===== src/rtl/step_dir_gen_pkg.sv =====
// Shared types and constants for the step/direction generator and its phase timer.
package step_dir_gen_pkg;

    typedef enum logic [1:0] {
        IDLE  = 2'd0,
        SETUP = 2'd1,
        STEP  = 2'd2
    } state_e;

    localparam int DEF_WIDTH  = 8;
    localparam int DEF_PERIOD = 4;
    localparam int DEF_HIGH   = 1;

    // Direction encodings shared with the up/down counter side.
    localparam logic DIR_UP   = 1'b1;
    localparam logic DIR_DOWN = 1'b0;

    function automatic int phase_bits(input int period);
        return (period <= 2) ? 1 : $clog2(period);
    endfunction

endpackage


===== src/rtl/step_dir_gen_phase_timer.sv =====
// Step-period phase counter: registered step level plus a period_end strobe on the last phase.
module step_phase_timer
    import step_dir_gen_pkg::*;
#(
    parameter int PERIOD = DEF_PERIOD,
    parameter int HIGH   = DEF_HIGH
) (
    input  logic clk,
    input  logic clear,
    input  logic start_i,
    input  logic run_i,
    output logic step_o,
    output logic period_end_o
);

    localparam int            PW   = phase_bits(PERIOD);
    localparam logic [PW-1:0] LAST = PW'(PERIOD - 1);
    localparam logic [PW-1:0] HI   = PW'(HIGH);

    logic [PW-1:0] phase_q, phase_d;
    logic          step_q, step_d;

    // start wins over run so a new period can begin directly after the last phase.
    always_comb begin
        phase_d = '0;
        step_d  = 1'b0;
        if (start_i) begin
            phase_d = '0;
            step_d  = 1'b1;
        end else if (run_i) begin
            phase_d = phase_q + 1'b1;
            step_d  = (phase_d < HI);
        end
    end

    always_ff @(posedge clk or negedge clear) begin
        if (!clear) begin
            phase_q <= '0;
            step_q  <= 1'b0;
        end else begin
            phase_q <= phase_d;
            step_q  <= step_d;
        end
    end

    assign step_o       = step_q;
    assign period_end_o = (phase_q == LAST);

endmodule


===== src/rtl/step_dir_gen.sv =====
// Step/direction pulse generator: walks its position register toward a commanded target, one step pulse per count.
module step_dir_gen
    import step_dir_gen_pkg::*;
#(
    parameter int WIDTH  = DEF_WIDTH,
    parameter int PERIOD = DEF_PERIOD,
    parameter int HIGH   = DEF_HIGH
) (
    input  logic             clk,
    input  logic             clear,
    input  logic             cmd_valid,
    input  logic [WIDTH-1:0] cmd_target,
    output logic             cmd_ready,
    input  logic             abort,
    output logic             step,
    output logic             dir,
    output logic             busy,
    output logic [WIDTH-1:0] position,
    output logic             done
);

    state_e           state_q, state_d;
    logic [WIDTH-1:0] pos_q, pos_d;
    logic [WIDTH-1:0] tgt_q, tgt_d;
    logic             dir_q, dir_d;
    logic             done_q, done_d;
    logic             abort_q, abort_d;
    logic             ready_q, ready_d;
    logic             busy_q, busy_d;
    logic             timer_start, timer_run, period_end;
    logic [WIDTH-1:0] next_pos;

    assign next_pos = (dir_q == DIR_UP) ? pos_q + 1'b1 : pos_q - 1'b1;

    always_comb begin
        state_d     = state_q;
        pos_d       = pos_q;
        tgt_d       = tgt_q;
        dir_d       = dir_q;
        done_d      = 1'b0;
        abort_d     = abort_q;
        timer_start = 1'b0;
        case (state_q)
            IDLE: begin
                abort_d = 1'b0;
                if (cmd_valid) begin
                    tgt_d = cmd_target;
                    if (cmd_target == pos_q) begin
                        done_d = 1'b1;
                    end else begin
                        dir_d   = (cmd_target > pos_q) ? DIR_UP : DIR_DOWN;
                        state_d = SETUP;
                    end
                end
            end
            SETUP: begin
                abort_d     = abort_q | abort;
                timer_start = 1'b1;
                pos_d       = next_pos;
                state_d     = STEP;
            end
            STEP: begin
                abort_d = abort_q | abort;
                // Decide only at the end of a full period so no step is truncated.
                if (period_end) begin
                    if (pos_q == tgt_q || abort_q) begin
                        state_d = IDLE;
                        done_d  = 1'b1;
                        abort_d = 1'b0;
                    end else begin
                        timer_start = 1'b1;
                        pos_d       = next_pos;
                    end
                end
            end
            default: state_d = IDLE;
        endcase
        timer_run = (state_d == STEP) && !timer_start;
        ready_d   = (state_d == IDLE);
        busy_d    = !ready_d;
    end

    always_ff @(posedge clk or negedge clear) begin
        if (!clear) begin
            state_q <= IDLE;
            pos_q   <= '0;
            tgt_q   <= '0;
            dir_q   <= DIR_DOWN;
            done_q  <= 1'b0;
            abort_q <= 1'b0;
            ready_q <= 1'b1;
            busy_q  <= 1'b0;
        end else begin
            state_q <= state_d;
            pos_q   <= pos_d;
            tgt_q   <= tgt_d;
            dir_q   <= dir_d;
            done_q  <= done_d;
            abort_q <= abort_d;
            ready_q <= ready_d;
            busy_q  <= busy_d;
        end
    end

    step_phase_timer #(
        .PERIOD(PERIOD),
        .HIGH  (HIGH)
    ) u_timer (
        .clk         (clk),
        .clear       (clear),
        .start_i     (timer_start),
        .run_i       (timer_run),
        .step_o      (step),
        .period_end_o(period_end)
    );

    assign cmd_ready = ready_q;
    assign busy      = busy_q;
    assign dir       = dir_q;
    assign position  = pos_q;
    assign done      = done_q;

endmodule


===== config.mk =====
export PLATFORM = sky130hd
export DESIGN_NAME = step_dir_gen
export DESIGN_NICKNAME = d
export VERILOG_FILES = /design/src/rtl/step_dir_gen_pkg.sv /design/src/rtl/step_dir_gen_phase_timer.sv /design/src/rtl/step_dir_gen.sv
export SDC_FILE = /design/constraint.sdc
export NUM_CORES = 1
export LEC_CHECK = 0
export ABC_AREA = 1
export CAP_MARGIN = 10
export CELL_PAD_IN_SITES_DETAIL_PLACEMENT = 0
export CELL_PAD_IN_SITES_GLOBAL_PLACEMENT = 2
export CORE_ASPECT_RATIO = 0.7
export CORE_MARGIN = 2
export CORE_UTILIZATION = 30
export DETAILED_ROUTE_END_ITERATION = 6
export GPL_ROUTABILITY_DRIVEN = 0
export PLACE_DENSITY = 0.71
export SLEW_MARGIN = 20
export SYNTH_ARGS = -nofsm -noshare
export SYNTH_HDL_FRONTEND = slang
export SYNTH_SLANG_ARGS = --single-unit

===== constraint.sdc =====
create_clock -name clk -period 2.55 [get_ports clk]
set_clock_uncertainty 0.1 [all_clocks]
set_input_delay 0.3825 -clock clk [delete_from_list [all_inputs] [get_ports clk]]
set_output_delay 0.3825 -clock clk [all_outputs]
set_load 0.02 [all_outputs]

==> summary.md <==
| Metric | Value |
|---|---|
| Outcome | finished clean |
| CTS tree | yes |
| HPWL Detailed | ~2.9 mm |
| FF+latch count, synth | 26 |
| Post-Synth XOR/XNOR Area | 0.0550 |
| Iteration count of the initial detailed-routing pass | 4 |
| Root Buffer Master | clkbuf_8 |
| Sequential share of the synthesized area | 0.372 |
| Row count | 23 |
| Die width | around 95 µm |
| Vias per std cell | ~4.2 |
| Synth Flop Type | dfrtp_1 |
| Syn avg cell area | approximately 8.5 µm² |
| Max-Cap Viols | 0 |
| Post-Synth Simple-Gate Area | 0.210 |
| Remaining global-route overflow | 0 |
| Crit end category | register |
| # diodes | 0 |
| Final instance area | 2120 µm² |
| Max FO, Critical Path | 8 |
| Drt drc | 0 |
| FFs w/ async S/R, synth | 1.00 |
| WP data arrival | roughly 2.2 ns |
| Mapped Nets | 240 |
| Compound-Gate Fraction of Synth Area | 0.101 |
| Number of synthesized flops with an enable pin | 0 |
| Total power | about 2.7 mW |
| CTS Buffer Depth | 2 |
| Reg-to-reg startpoint | dir$_DFFE_PN0P_ |
| Post-cts resize count | 0 |
| Worst rel slew slack | 0.651 |
| Dpl cells | just over 300 |
| Top Ports | 25 |
| Area growth from synthesis to layout | 21.2% |
| Layout cell share with drive strength beyond 1 | 0.129 |
| Port Buf Inserts | 24 |
| PD cells | roughly 1300 nW/µm² |
| Placeable Area | approximately 5700 µm² |
| RSZ-0062 raised after global routing | no |
| Clock slew at reported path FFs | around 0.10 ns |
| Gr usage total | 0.129 |
| Setup TNS | 0 ns |
| Post-synthesis mux area share | 0.0193 |
| Worst-Skew Late Latency | between 0.2 and 0.3 ns |
| Vias in the first global route | 1,237 |
| Worst min-delay path class | in -> async |
| Final Setup Violations | 0 |
| CTS Sinks | 26 |
| Detailed Route Iter0 Violations | 60 |
| CTS Buf Count | 3 |
| Tcrit/Tclk final | 0.817 |
| Post-synthesis adder-cell area fraction | 0.161 |
| Initial antenna violation count | 0 |
| Die Area | around 6500 µm² |
| Fmax | 480 MHz |
| Synth warn | 0 |
| Largest net degree at the start of global routing | 27 |
| Startpoint Class | register |
| CTS Hold Bufs | 0 |
| Final Critical Period | between 2 and 2.5 ns |
| Critical path type | reg -> reg |
| Leak | 1.05 nW |
| CTS H-tree lvls | 1 |
| Required time worst endpoint | roughly 2.6 ns |
| Fin. max-slew vios | 0 |
| Main combinational cell family by area after synthesis | simple AND/OR/NAND/NOR gates |
| Detailed-route wire length per cell | 12.0 µm |
| Mapped cell area | between 1500 and 2000 µm² |
| First-pass GRT wire length | ~6.3 mm |
| Post-CTS Setup Bufs | 0 |
| Placed Area | 2080 µm² |
| Worst slew pin tran | roughly 0.52 ns |
| Vias | between 1,000 and 1,500 |
| Synth cell types | 29 |
| Fin cells | approximately 310 |
| Hold Vio Cnt, Final | 0 |
| Initial core utilization | 0.309 |
| VDD IR max | approximately 0.00037 V |
| Nets | 268 |
| Syn Inst Count | 206 |
| Post-DRT Antenna Nets | 0 |
| Worst Setup SP | dir$_DFFE_PN0P_ |
| WL final | approximately 3.7 mm |
| Chip Height | 67.9 µm |
==> cell usage after synthesis (2+ instances only) <==
library cell	instances	area, µm²
nand2_1	43	161
inv_1	28	105
dfrtp_1	25	626
ha_1	21	263
a21oi_1	16	80.1
nor2_1	9	33.8
nand2_2	7	43.8
o21ai_0	7	35.0
inv_2	6	22.5
nand3_1	6	30.0
xnor2_1	6	52.6
o21ai_1	5	25.0
xor2_1	5	43.8
mux2_2	3	33.8
nand2_4	3	33.8
nand4_1	2	12.5
nor3_2	2	20.0
==> layout make-up <==
cell class	count	area (µm²)
fillers	564	3550
repair buffers	25	248
flip-flops and latches	26	652
inverters	34	128
well taps	75	93.8
clock buffers	4	45.0
multi-input cells	144	957
==> registers in the layout (all words and copies together), names as in the netlist <==
| register | count |
|---|---|
| tgt_q | 8 |
| busy | 1 |
| abort_q | 1 |
| state_q | 2 |
| u_timer.phase_q | 2 |
| u_timer.step_o | 1 |
| cmd_ready | 1 |
| dir | 1 |
| done | 1 |
| position | 8 |
==> stage by stage <==
step / worst slack [ns] / util / hold WS (ns)
floorplan: 0.580 / - / -0.0131
global placement: 0.333 / 0.367 / 0.379
detailed placement: 0.259 / 0.367 / 0.385
CTS: 0.453 / 0.375 / 0.380
global route: 0.260 / 0.375 / 0.415
finish: 0.467 / 0.375 / 0.369
==> where the power goes <==
part / internal (mW) / switching (mW)
Sequential: 0.604 / 0.179
Combinational: 0.722 / 0.996
Clock: 0.112 / 0.131
==> critical path, stage by stage (launching register included) <==
cell and delay, ns:
dfrtp_1 0.42, inv_1 0.28, ha_1 0.34, a21oi_1 0.14
nand2_1 0.11, a21oi_1 0.16, nor2_1 0.05, nor2_1 0.12
xor2_1 0.17, o21ai_1 0.08
==> cell usage in the layout (no fill, tap or decap) <==
cell type,n
nand4_1,2
nor3_2,2
clkbuf_1,1
buf_4,1
o2111ai_1,1
nand3_2,1
nor2_2,1
inv_2,6
mux2_2,3
clkbuf_8,3
a21oi_1,16
o21bai_2,1
ha_1,21
nor2_4,1
xor2_1,5
xnor2_1,6
nor2_1,9
clkdlybuf4s50_1,24
o311ai_0,1
o21ai_0,7
nand2_2,7
nand2_1,43
inv_1,28
nor3_1,1
nand2_4,3
nand3_1,6
fa_1,1
dfrtp_1,25
o21ai_1,5
dfstp_2,1
o211ai_1,1
==> cells by family after synthesis <==
logic type               count (synthesis)
flip-flops                              26
AND/OR/NAND/NOR                         76
buffers and inverters                   36
adder cells (fa/ha/maj)                 22
multiplexers                             3
AO/OA/AOI/OAI                           32
XOR/XNOR                                11
==> path summary, 6_finish.rpt <==
path / to / slack, ns / cells past startpoint
worst max-delay path: position[5]$_DFFE_PN0P_ / 0.47 / 9
worst min-delay path: abort_q$_DFFE_PN0P_ / 0.37 / 2
worst max register to register: position[5]$_DFFE_PN0P_ / 0.47 / 9
worst min register to register: u_timer.phase_q[0]$_DFF_PN0_ / 0.39 / 1
max in group asynchronous: cmd_ready$_DFF_PN1_ / 1.66 / 2
min in group clk: u_timer.phase_q[0]$_DFF_PN0_ / 0.39 / 1
==> routing by layer <==
metal	up-vias	GRT usage	wire, µm
li1	713	-	-
met1	557	0.200	2130
met2	19	0.184	1380
met3	2	0.0297	154
met4	0	0.0163	10
met5	-	0	0
No activity file was read; power rests on OpenSTA's default activity.
